==> src/rtl/rv_mem_pkg.sv <==
// Shared memory-access definitions: opcodes, funct3 width codes, LSU state encoding
// and the misalignment rule used by the optional trap.
package rv_mem_pkg;

   localparam logic [6:0] OP_LOAD  = 7'b0000011;
   localparam logic [6:0] OP_STORE = 7'b0100011;

   localparam logic [2:0] F3_LB  = 3'b000;
   localparam logic [2:0] F3_LH  = 3'b001;
   localparam logic [2:0] F3_LW  = 3'b010;
   localparam logic [2:0] F3_LBU = 3'b100;
   localparam logic [2:0] F3_LHU = 3'b101;

   typedef enum logic [1:0] {
      S_IDLE = 2'd0,
      S_REQ  = 2'd1,
      S_DONE = 2'd2
   } lsu_state_t;

   // funct3[1:0]: 00 byte, 01 half, anything else behaves as a word.
   function automatic logic is_misaligned(input logic [2:0] f3, input logic [1:0] a);
      case (f3[1:0])
         2'b00:   is_misaligned = 1'b0;
         2'b01:   is_misaligned = a[0];
         default: is_misaligned = (a != 2'b00);
      endcase
   endfunction

endpackage

==> src/rtl/lsu_lane_align.sv <==
// Byte-lane steering: funct3 and the low address bits select byte enables, replicate
// store data across lanes and extract/extend the loaded value from the read word.
import rv_mem_pkg::*;

module lsu_lane_align (
   input  logic [2:0]  funct3,
   input  logic [1:0]  addr_lo,
   input  logic [31:0] store_data,
   input  logic [31:0] rdata,
   output logic [3:0]  byte_en,
   output logic [31:0] wdata,
   output logic [31:0] load_data
);

   logic [7:0]  byte_sel;
   logic [15:0] half_sel;

   always_comb begin
      byte_en   = 4'b0000;
      wdata     = 32'h0;
      load_data = 32'h0;
      byte_sel  = rdata[{addr_lo, 3'b000} +: 8];
      half_sel  = addr_lo[1] ? rdata[31:16] : rdata[15:0];
      case (funct3[1:0])
         2'b00: begin
            byte_en   = 4'b0001 << addr_lo;
            wdata     = {4{store_data[7:0]}};
            load_data = funct3[2] ? {24'h0, byte_sel} : {{24{byte_sel[7]}}, byte_sel};
         end
         2'b01: begin
            // Halfword lane chosen by a[1] only; a[0] is dropped here.
            byte_en   = addr_lo[1] ? 4'b1100 : 4'b0011;
            wdata     = {2{store_data[15:0]}};
            load_data = funct3[2] ? {16'h0, half_sel} : {{16{half_sel[15]}}, half_sel};
         end
         default: begin
            byte_en   = 4'b1111;
            wdata     = store_data;
            load_data = rdata;
         end
      endcase
   end

endmodule

==> src/rtl/load_store_unit.sv <==
// Memory-access stage: one req/ack bus transaction per load/store with timeout abort.
// Define MISALIGN_TRAP_EN to reject misaligned H/W accesses with bus_error instead of issuing them.
import rv_mem_pkg::*;

module load_store_unit #(
   parameter int TIMEOUT_CYCLES = 16
) (
   input  logic        clk,
   input  logic        rst,
   input  logic [6:0]  opcode,
   input  logic [2:0]  funct3,
   input  logic [31:0] read_address,
   input  logic [31:0] write_address,
   input  logic [31:0] store_data,
   input  logic [4:0]  rd_in,
   output logic [31:0] bus_addr,
   output logic [31:0] bus_wdata,
   output logic [3:0]  bus_byte_en,
   output logic        bus_read,
   output logic        bus_write,
   input  logic        bus_ack,
   input  logic [31:0] bus_rdata,
   output logic        stall,
   output logic        load_valid,
   output logic [31:0] load_data,
   output logic [4:0]  load_rd,
   output logic        bus_error,
   output logic [1:0]  lsu_state
);

   localparam int CW = $clog2(TIMEOUT_CYCLES);
   localparam logic [CW-1:0] CNT_LAST = CW'(TIMEOUT_CYCLES - 1);

   lsu_state_t  state, state_d;
   logic [CW-1:0] cnt, cnt_d;
   logic [31:0] addr_q, data_q;
   logic [2:0]  f3_q;
   logic [4:0]  rd_q;
   logic        store_q;

   logic        is_load_op, is_store_op, mem_op, trap;
   logic        req_ok, req_timeout;
   logic [31:0] sel_addr, ld_ext, wdata_al;
   logic [3:0]  be_al;

   assign is_load_op  = (opcode == OP_LOAD);
   assign is_store_op = (opcode == OP_STORE);
   assign mem_op      = is_load_op | is_store_op;
   assign sel_addr    = is_store_op ? write_address : read_address;

`ifdef MISALIGN_TRAP_EN
   assign trap = mem_op & is_misaligned(funct3, sel_addr[1:0]);
`else
   assign trap = 1'b0;
`endif

   assign req_ok      = (state == S_REQ) & bus_ack;
   assign req_timeout = (state == S_REQ) & ~bus_ack & (cnt == CNT_LAST);

   lsu_lane_align u_align (
      .funct3     (f3_q),
      .addr_lo    (addr_q[1:0]),
      .store_data (data_q),
      .rdata      (bus_rdata),
      .byte_en    (be_al),
      .wdata      (wdata_al),
      .load_data  (ld_ext)
   );

   always_ff @(posedge clk or negedge rst) begin
      if (!rst) begin
         state <= S_IDLE;
         cnt   <= '0;
      end else begin
         state <= state_d;
         cnt   <= cnt_d;
      end
   end

   always_comb begin
      state_d = state;
      cnt_d   = cnt;
      case (state)
         S_IDLE: begin
            if (mem_op) begin
               cnt_d   = '0;
               state_d = trap ? S_DONE : S_REQ;
            end
         end
         S_REQ: begin
            // An ack on the last counted cycle still wins over the timeout.
            if (bus_ack || cnt == CNT_LAST) state_d = S_DONE;
            else                           cnt_d   = cnt + CW'(1);
         end
         S_DONE:  state_d = S_IDLE;
         default: state_d = S_IDLE;
      endcase
   end

   always_ff @(posedge clk or negedge rst) begin
      if (!rst) begin
         addr_q     <= 32'h0;
         data_q     <= 32'h0;
         f3_q       <= 3'b000;
         rd_q       <= 5'd0;
         store_q    <= 1'b0;
         load_valid <= 1'b0;
         load_data  <= 32'h0;
         load_rd    <= 5'd0;
         bus_error  <= 1'b0;
      end else begin
         if (state == S_IDLE && mem_op) begin
            addr_q  <= sel_addr;
            data_q  <= store_data;
            f3_q    <= funct3;
            rd_q    <= rd_in;
            store_q <= is_store_op;
         end
         load_valid <= req_ok & ~store_q;
         if (req_ok && !store_q) begin
            load_data <= ld_ext;
            load_rd   <= rd_q;
         end
         bus_error <= req_timeout | ((state == S_IDLE) & trap);
      end
   end

   assign bus_addr    = {addr_q[31:2], 2'b00};
   assign bus_read    = (state == S_REQ) & ~store_q;
   assign bus_write   = (state == S_REQ) & store_q;
   assign bus_byte_en = (state == S_REQ) ? be_al : 4'b0000;
   assign bus_wdata   = (state == S_REQ) ? wdata_al : 32'h0;
   assign stall       = rst & ((state == S_REQ) | ((state == S_IDLE) & mem_op));
   assign lsu_state   = state;

endmodule

==> config.mk <==
export PLATFORM = sky130hd
export DESIGN_NAME = load_store_unit
export DESIGN_NICKNAME = d
export VERILOG_FILES = /design/src/rtl/rv_mem_pkg.sv /design/src/rtl/lsu_lane_align.sv /design/src/rtl/load_store_unit.sv
export SDC_FILE = /design/constraint.sdc
export NUM_CORES = 1
export LEC_CHECK = 0
export BUFFER_PORTS_ARGS = -buffer_cell sky130_fd_sc_hd__buf_2
export CORE_ASPECT_RATIO = 1.1
export CORE_MARGIN = 8
export CORE_UTILIZATION = 44
export CTS_CLUSTER_DIAMETER = 150
export CTS_CLUSTER_SIZE = 20
export DETAILED_ROUTE_END_ITERATION = 10
export GPL_ROUTABILITY_DRIVEN = 0
export PLACE_DENSITY = 0.88
export SLEW_MARGIN = 15
export SYNTH_ARGS = -nofsm -noshare
export SYNTH_HDL_FRONTEND = slang
export SYNTH_SLANG_ARGS = --single-unit
==> constraint.sdc <==
create_clock -name clk -period 1.7 [get_ports clk]
set_input_delay 0.255 -clock clk [delete_from_list [all_inputs] [get_ports clk]]
set_output_delay 0.255 -clock clk [all_outputs]
set_load 0.005 [all_outputs]
==> summary.md, run 1 <==
| Metric | Value |
|---|---|
| Filler cell count | 1158 |
| Max-cap violations | 0 |
| Max_slew headroom | 0.580 |
| PD cells | 1160 nW/um^2 |
| Setup ws final | -0.173 ns |
| DP HPWL | 14300 um |
| Critical hold path startpoint | store_data[25] |
| Clk sinks | 118 |
| Share of layout cells above drive strength 1 | 0.415 |
| Synthesized cell area | 6080 um^2 |
| Avg Vias per Cell | 5.22 |
| Main combinational cell family by area after synthesis | simple AND/OR/NAND/NOR gates |
| Crit path required time | 1.44 ns |
| Initial antenna violation count | 0 |
| Total Negative Setup Slacks | -3.10 ns |
| CP arrival | 1.62 ns |
| 1st-iter DRT viols | 540 |
| Flop2flop setup slack | 0 ns |
| Total number of vias | 5930 |
| Max incr delay on CP | 0.41 ns |
| Max-slew violation count | 0 |
| Critical path's slowest cell | dfrtp_2 |
| Logic pwr share | 0.255 |
| Critical setup path kind | reg2out |
| GRT Total Usage | 0.220 |
| Post-Synth Adder-Cell Area | 0.00206 |
| Tmin final | 1.87 ns |
| Yosys reg bits | 118 |
| CP delay by family, top | flip-flops |
| RR Endpoint | load_data[14] |
| Hold path depth | 3 |
| Setup violators final | 36 |
| Post-route DRC | 0 |
| Die footprint | 17800 um^2 |
| Syn avg cell area | 8.77 um^2 |
| Core area | 13700 um^2 |
| Number of synthesized flops with an enable pin | 0 |
| Worst R2R Path Depth | 4 |
| Die X | 128 um |
| Hold endpoint | data_q[25] |
| RSZ-0062 raised after global routing | yes |
| HP Class | in2reg |
| Rows | 45 |
| Startpoint Class | register |
| Outcome | finished with violations |
| Inserted Clock Buffers | 17 |
| Yosys cell types | 44 |
| Sw Share | 0.301 |
| Commonest cells after routing, fill and taps aside | buf_2 (245), nand2_1 (193), dfrtp_1 (113), nor2_1 (52), mux2i_1 (50) |
| Post-DRT Antenna Nets | 0 |
| VDD IR max | 760 uV |
| First-pass GRT wire length | 30900 um |
| Top-Level Pins | 258 |
| I/O Buffers | 255 |
| Hold Vio Cnt, Final | 0 |
| Failing checks | setup timing |
| YS warnings | 0 |
| Die height | 139 um |
| Initial Util | 0.444 |
| Critical Path End Type | primary output |
| H-tree Lvls | 4 |
| # diodes | 0 |
| CP max FO | 8 |
| Routed WL | 20200 um |
| Ys async rst share | 1.00 |
| Drt pass-1 iters | 5 |
| Fin area | 8560 um^2 |
| Nets | 1083 |
| Pin count of the biggest net entering global routing | 119 |
| Reg clk slew, reported paths | 0.05 ns |
| CTS Buffer Depth | 2 |
| Internal power | 0.00691 W |
| Worst Path Buf+Inv | 2 |
| Total power | 0.00989 W |
| Critical path, cell by cell | buf_8, mux2i_1, nor2_1, a21oi_1, nor2_1, buf_2 |
| LEAKAGE | 4.55 nW |
| Worst Tran Pin Value | 0.630 ns |
| Total grt overflow | 0 |
| Fmax | 0.534 GHz |
| Drt wl/cell | 17.7 um |
| FF-to-FF Start | addr_q[1] |
| Root Buffer | clkbuf_16 |
| Mux cell area share after synthesis | 0.0930 |
| Vias in the first global route | 6056 |
| Switching pwr | 0.00298 W |
| Register share of total power | 0.387 |
| Final Skew | 0.00723 ns |
| Ys flop type | dfrtp_1 |
| Crit path top cell by count | nor2_1 |
| Commonest non-fill, non-tap cell in the layout | buf_2 |
| Area Overhead vs Synth | 40.7% |
| XOR/XNOR Fraction of Synth Area | 0 |
| Compound-Gate Fraction of Synth Area | 0.147 |
| Final Cycle Share | 1.10 |
| Clock latency on the worst-skew pair | 0.41 ns |
| CTS tree | yes |
| Placed cell areas | 7460 um^2 |
| Sequential fraction of the synthesis area | 0.486 |
| Clock Power Share | 0.358 |
| Synth Area in Simple Gates | 0.194 |
| Synth Instances | 693 |
-- metrics by stage --
step	hold WS (ns)	util	instances	worst slack (ns)
6_report	0.0335	0.625	1137	-0.173
5_1_grt	0.0253	0.625	1137	-0.298
4_1_cts	0.0206	0.613	1134	-0.159
3_5_place_dp	0.432	0.545	1086	-0.0619
3_3_place_gp	0.434	0.545	1086	0.0150
2_1_floorplan	-0.0406	-	694	0.0529
-- power by group through the flow --
stage,Clock [W],Sequential (W),Combinational [W]
6_report,0.00354,0.00383,0.00252
5_1_grt,0.00372,0.00390,0.00276
4_1_cts,0.00358,0.00382,0.00245
3_5_place_dp,0,0.00386,0.00228
3_3_place_gp,0,0.00384,0.00221
2_1_floorplan,0,0.00376,0.00143
-- state kept, by name, summed over array words and instances, names as in the netlist --
register and flops:
cnt 4, load_rd 5, load_data 32, f3_q 3
data_q 32, rd_q 5, load_valid 1, bus_error 1
lsu_state 2, store_q 1, addr_q 32
-- how the worst max path moves through the flow --
stage | start | endpoint | depth (start not counted)
2_1_floorplan | addr_q[1] | load_data[24] | 6
3_3_place_gp | addr_q[1] | load_data[12] | 4
3_5_place_dp | opcode[3] | stall | 5
4_1_cts | f3_q[0] | bus_wdata[27] | 6
5_1_grt | f3_q[0] | bus_wdata[27] | 6
6_report | f3_q[0] | bus_wdata[27] | 6
-- per-layer routing --
layer | track usage | up-vias | share of wire
met5 | 0 | - | 0
met4 | 0.102 | 0 | 0.030
met3 | 0.0638 | 56 | 0.070
met2 | 0.371 | 258 | 0.52
met1 | 0.252 | 2828 | 0.38
li1 | - | 2788 | -
-- Yosys cell counts (6+ instances only) --
master,count,area share
mux2i_1,52,0.086
o22a_1,6,0.0086
o31ai_1,6,0.0074
clkbuf_1,26,0.016
and2_1,13,0.013
nor3_1,6,0.0049
o22ai_1,7,0.0072
nor2_1,58,0.036
o21ai_0,37,0.030
a21oi_1,49,0.040
o21ai_1,7,0.0058
inv_1,6,0.0037
buf_1,6,0.0037
buf_4,32,0.040
a21oi_2,10,0.014
dfrtp_1,118,0.49
nand2_1,196,0.12
buf_2,12,0.0099
-- worst reg2reg max path, stage by stage, from the launching register on --
cell      delay, ns
dfrtp_1        0.39
mux4_2         0.52
and3_2         0.31
a221oi_1       0.27
o21ai_1        0.09
-- cells by family (layout without fill, tap and decap cells) --
group,Yosys count,after routing
flops,118,118
fa+ha+maj,1,1
mux,55,55
other cells,1,2
simple gates,290,290
compound gates,143,143
buf+inv,85,340
-- area by class of cell --
type,instances,area [um^2],area share
flip-flops and latches,118,2960,0.346
multi-input cells,491,2830,0.331
repair buffers,302,1920,0.224
clock buffers,24,492,0.0575
well taps,188,235,0.0275
clock inverters,8,96.3,0.0113
inverters,6,22.5,0.00263
-- repair_timing --
action / in CTS / in global routing
cloned: 2 / 1
pin swaps: 2 / 6
gates resized for setup: 47 / 32
hold buffers: 1 / 0
endpoints found under the setup margin: 40 / 62
buffers inserted: 13 / 3
endpoints found under the hold margin: 33 / 0
Power figures use the tool's default switching activity.
==> run 2, diff against run 1 <==
- BUFFER_PORTS_ARGS: -buffer_cell sky130_fd_sc_hd__buf_2 -> -buffer_cell sky130_fd_sc_hd__clkbuf_2
- PLACE_DENSITY: 0.88 -> 0.82
==> run 2 against run 1 <==
  * The run still ends with setup timing left
  * Largest cell class unchanged
  * Total power grew 4.7%
  * Final cell count grew 1.1%
  * Count of clock-buffer cells in the layout grew 1
  * Die area is the same
  * Global-route usage is essentially flat
  * Cell area grew 2.6%
  * Sequential share of layout area shrank 0.87 points
  * Routed wire length grew 5.2%
  * Critical endpoint is now bus_wdata[31]
  * Flip-flop and latch count is the same
  * Highest routed layer unchanged
  * First-iteration DRC count shrank 3.5%
  * Utilization grew 1.6 points
  * Largest power group unchanged
==> summary.md, run 2 (same netlist as run 1, synthesis figures left out) <==
| Metric | Value |
|---|---|
| Outcome | finished with violations |
| Failing checks | setup timing |
| Total number of vias | 6084 |
| Die height | 139 um |
| H-tree Lvls | 4 |
| HP Class | in2reg |
| Max-cap violations | 0 |
| Max-slew violation count | 0 |
| Vias in the first global route | 5969 |
| Avg Vias per Cell | 5.30 |
| Hold path depth | 3 |
| Share of layout cells above drive strength 1 | 0.432 |
| Filler cell count | 1124 |
| Top Registers | addr_q: 32 flops, data_q: 32 flops, load_data: 32 flops |
| RR Endpoint | load_data[3] |
| CTS tree | yes |
| Startpoint Class | register |
| Post-route DRC | 0 |
| Rows | 45 |
| DP HPWL | 14200 um |
| Clk sinks | 118 |
| Inserted Clock Buffers | 17 |
| Hold Vio Cnt, Final | 0 |
| Final Skew | 0.00762 ns |
| FF-to-FF Start | f3_q[1] |
| Die footprint | 17800 um^2 |
| Commonest non-fill, non-tap cell in the layout | clkbuf_2 |
| Hold endpoint | data_q[25] |
| Internal power | 0.00719 W |
| Register share of total power | 0.373 |
| Setup violators final | 36 |
| Dpl cells | 1089 |
| Nets | 1095 |
| Die X | 128 um |
| Logic pwr share | 0.271 |
| Clock Power Share | 0.355 |
| Worst Path Buf+Inv | 2 |
| Drt pass-1 iters | 6 |
| CP arrival | 1.64 ns |
| Switching pwr | 0.00316 W |
| Root Buffer | clkbuf_16 |
| CTS Buffer Depth | 2 |
| PD cells | 1180 nW/um^2 |
| Worst Tran Pin Value | 0.626 ns |
| Critical setup path kind | reg2out |
| RSZ-0062 raised after global routing | yes |
| Area Overhead vs Synth | 44.4% |
| Final Cycle Share | 1.11 |
| Critical Path End Type | primary output |
| Reg clk slew, reported paths | 0.05 ns |
| Total power | 0.0104 W |
| 1st-iter DRT viols | 521 |
| Max_slew headroom | 0.583 |
| # diodes | 0 |
| Core area | 13700 um^2 |
| Critical hold path startpoint | store_data[25] |
| Initial antenna violation count | 0 |
| Critical path, cell by cell | buf_12, mux2i_2, nor2_2, a21oi_1, nor2_1, buf_2 |
| Total grt overflow | 0 |
| Setup ws final | -0.192 ns |
| Crit path required time | 1.44 ns |
| Post-DRT Antenna Nets | 0 |
| Max incr delay on CP | 0.46 ns |
| Flop2flop setup slack | -0.09 ns |
| Critical path's slowest cell | dfrtp_2 |
| LEAKAGE | 4.59 nW |
| Top-Level Pins | 258 |
| Final core utilization | 0.642 |
| Initial Util | 0.444 |
| GRT Total Usage | 0.221 |
| Dpl ws | -0.146 ns |
| WHS | 0.0301 ns |
| Sw Share | 0.305 |
| CP delay by family, top | flip-flops |
| Pin count of the biggest net entering global routing | 119 |
| CP max FO | 8 |
| Clock latency on the worst-skew pair | 0.41 ns |
| VDD IR max | 625 uV |
| Routed WL | 21200 um |
| I/O Buffers | 255 |
| Commonest cells after routing, fill and taps aside | clkbuf_2 (230), nand2_1 (193), dfrtp_1 (113), nor2_1 (50), mux2i_1 (47) |
| Worst R2R Path Depth | 6 |
| First-pass GRT wire length | 31000 um |
| Layout Cells excl Fill | 1149 |
| Tmin final | 1.89 ns |
| Fmax | 0.528 GHz |
| Drt wl/cell | 18.5 um |
## run 2: final cells by class
type / count / area (um^2) / area share
clock buffer: 25 / 526 / 0.0599
clock inverter: 7 / 90.1 / 0.0103
inverter: 6 / 26.3 / 0.00299
multi-input combinational: 492 / 2920 / 0.332
sequential: 118 / 2960 / 0.337
tap: 188 / 235 / 0.0268
timing repair buffer: 313 / 2020 / 0.231
## run 2: power by group through the flow
stage                     Combinational, W  Clock, W  Sequential (W)
after floorplan                    0.00143         0         0.00376
after global placement             0.00222         0         0.00386
after detailed placement           0.00228         0         0.00388
after CTS                          0.00246   0.00372         0.00383
after global routing               0.00305   0.00384         0.00394
final                              0.00281   0.00368         0.00386
## run 2: stage by stage
stage	instance area, um^2	TNS, ns
3_3_place_gp	7480	-0.0770
6_report	8780	-3.84
2_1_floorplan	6080	0
3_5_place_dp	7480	-0.186
5_1_grt	8780	-6.15
4_1_cts	8360	-4.60
## run 2: routing by layer
metal  vias to the layer above  track usage  wire length [um]  share of wire
met5                         -            0                 0              0
met4                         0        0.117               680          0.032
met3                        53       0.0611              1600          0.075
met2                       293        0.361             10700           0.50
met1                      2925        0.258              8230           0.39
li1                       2813            -                 -              -
## run 2: tightest hold or removal path, cell delays in order
cell	delay, ns
clkbuf_2	0.07
nand2_1	0.04
nand2_1	0.04
## run 2: how the worst max path moves through the flow
stage | from | to | slack, ns | depth (start not counted)
finish | f3_q[0] | bus_wdata[31] | -0.19 | 6
detailed placement | f3_q[1] | bus_byte_en[1] | -0.15 | 5
CTS | lsu_state[0] | bus_byte_en[1] | -0.17 | 4
floorplan | addr_q[1] | load_data[24] | 0.05 | 6
global placement | f3_q[1] | bus_byte_en[1] | -0.08 | 5
global route | f3_q[0] | bus_wdata[31] | -0.25 | 6
## run 2: timing repair
action                     CTS  global route
gates resized for setup     38            80
hold endpoints to repair    23             0
buffers inserted            11            11
setup endpoints to repair   39            54
hold buffers                 1             0
cloned                       1             6
pin swaps                    4            26
==> run 3, diff against run 2 <==
- CORE_MARGIN: 8 -> default
==> run 3 against run 2 <==
  * The run ends with hold timing, setup timing left
  * Flip-flop and latch count is the same
  * Final cell count is 1.5% lower
  * Count of clock-buffer cells in the layout grew 3
  * Worst hold slack worse by 0.058 ns
  * Die area decreased by 20%
  * Setup slack better by 0.040 ns
  * Non-clock buffer count fell by 11
  * Routed wire length fell by 16%
  * Critical endpoint is now bus_wdata[27]
  * Largest power group unchanged
==> summary.md, run 3 (same netlist as run 1, synthesis figures left out) <==
| Metric | Value |
|---|---|
| Drt pass-1 iters | 5 |
| Failing checks | hold timing, setup timing |
| GRT Total Usage | 0.251 |
| Die height | 125 um |
| First-pass GRT wire length | 27800 um |
| I/O Buffers | 255 |
| Top-Level Pins | 258 |
| Total number of vias | 5854 |
| Core area | 13300 um^2 |
| Vias in the first global route | 5708 |
| Initial antenna violation count | 0 |
| RSZ-0062 raised after global routing | yes |
| Critical path, cell by cell | buf_8, mux2i_1, nor2_1, a21oi_1, nor2_1, clkbuf_2 |
| Total Negative Setup Slacks | -2.25 ns |
| Setup ws final | -0.152 ns |
| Fmax | 0.540 GHz |
| Nets | 1083 |
| Tmin final | 1.85 ns |
| Critical path's slowest cell | dfrtp_2 |
| Rows | 44 |
| Crit path top cell by count | nor2_1 |
| Crit path required time | 1.44 ns |
| CTS Buffer Depth | 2 |
| Initial Util | 0.456 |
| Routing usage on met1 | 0.306 |
| Outcome | finished with violations |
| Startpoint Class | register |
| WHS | -0.0276 ns |
| Layout Cells excl Fill | 1132 |
| Max_slew headroom | 0.583 |
| Commonest non-fill, non-tap cell in the layout | clkbuf_2 |
| Post-DRT Antenna Nets | 0 |
| Dpl cells | 1085 |
| Post-route DRC | 0 |
| Global Route met3 Usage | 0.0499 |
| Share of layout cells above drive strength 1 | 0.414 |
| Worst R2R Path Depth | 6 |
| Top Registers | addr_q: 32 flops, data_q: 32 flops, load_data: 32 flops |
| Critical Path End Type | primary output |
| # diodes | 0 |
| Max-cap violations | 0 |
| Clock latency on the worst-skew pair | 0.41 ns |
| Reg clk slew, reported paths | 0.05 ns |
| Flop2flop setup slack | 0.04 ns |
| Final Cycle Share | 1.09 |
| Drt wl/cell | 15.7 um |
| HP Class | in2async |
| Max-slew violation count | 0 |
| LEAKAGE | 4.47 nW |
| Avg Vias per Cell | 5.17 |
| Max incr delay on CP | 0.44 ns |
| Worst Tran Pin Value | 0.626 ns |
| Die X | 114 um |
| Commonest cells after routing, fill and taps aside | clkbuf_2 (248), nand2_1 (193), dfrtp_1 (113), nor2_1 (51), mux2i_1 (50) |
| CTS tree | yes |
| Pin count of the biggest net entering global routing | 119 |
| Critical setup path kind | reg2out |
| CP arrival | 1.60 ns |
| Setup violators final | 33 |
| Clk sinks | 118 |
| Area Overhead vs Synth | 38.5% |
| Die footprint | 14300 um^2 |
| Met2 Use GR | 0.431 |
| 1st-iter DRT viols | 350 |
| CP max FO | 8 |
| DP HPWL | 12300 um |
| Final Skew | 0.0119 ns |
| Post-CTS Hold Fix Bufs | 0 |
| Hold Vio Cnt, Final | 57 |
| VDD IR max | 687 uV |
| H-tree Lvls | 4 |
| Root Buffer | clkbuf_16 |
| Routed WL | 17800 um |
| Top Usage Layer GRT | met2 |
| PD cells | 1150 nW/um^2 |
| Total grt overflow | 0 |
| Inserted Clock Buffers | 17 |
-- run 3: cell types whose count changed in the layout (fill, tap and decap cells not counted), moves of 6 or more --
cell      previous run  this run
buf_6               18        10
clkbuf_2           230       248
a21oi_2             12        20
a21oi_1             45        39
buf_2               15         3
-- run 3: cell type report --
type | count | area, um^2
fillers | 1174 | 4900
multi-input cells | 491 | 2830
repair buffers | 302 | 1820
flip-flops and latches | 118 | 2960
well taps | 184 | 230
inverters | 6 | 22.5
clock buffers | 28 | 527
clock inverters | 3 | 40.0
-- run 3: worst paths after layout --
| check | from | endpoint |
|---|---|---|
| max | f3_q[0] | bus_wdata[27] |
| min in group clk | store_data[22] | data_q[22] |
| max in group asynchronous | rst | data_q[31] |
| min | rst | addr_q[24] |
| min reg2reg | load_rd[4] | load_rd[4] |
| max reg2reg | f3_q[1] | load_data[1] |
-- run 3: power by group --
group	internal [W]	leakage (nW)	switching, W
clock	0.00223	0.280	0.00118
combinational	0.00118	2.67	0.00126
sequential	0.00341	1.51	0.000439
total	0.00682	4.47	0.00288
-- run 3: critical path: cells and delay by family, from the launching register on --
| family | cells | cell delay, ns |
|---|---|---|
| AOI/OAI and AO/OA | 1 | 0.06 |
| buffers and inverters | 2 | 0.29 |
| DFF | 1 | 0.44 |
| muxes | 1 | 0.12 |
| and+or+nand+nor | 2 | 0.27 |
-- run 3: what timing repair did --
item | in CTS | in global routing
gates cloned | 0 | 3
setup endpoints to repair | 34 | 52
resized for setup | 42 | 36
buffers inserted | 11 | 3
pin swaps | 2 | 20
-- run 3: per-stage QoR --
step	cell area, um^2	power [W]	setup WS (ns)	util	hold slack, ns
2_1_floorplan	6080	0.00519	0.0529	-	-0.0406
3_3_place_gp	7450	0.00601	0.0318	0.560	0.442
3_5_place_dp	7450	0.00609	0.0266	0.560	0.445
4_1_cts	8240	0.00965	-0.113	0.618	0.00595
5_1_grt	8420	0.0102	-0.211	0.632	0.0289
6_report	8420	0.00971	-0.152	0.632	-0.0276
-- run 3: layer usage --
metal	wire length (um)	vias to the layer above
met5	0	-
met4	443	0
met3	986	33
met2	9110	225
met1	7250	2810
li1	-	2786
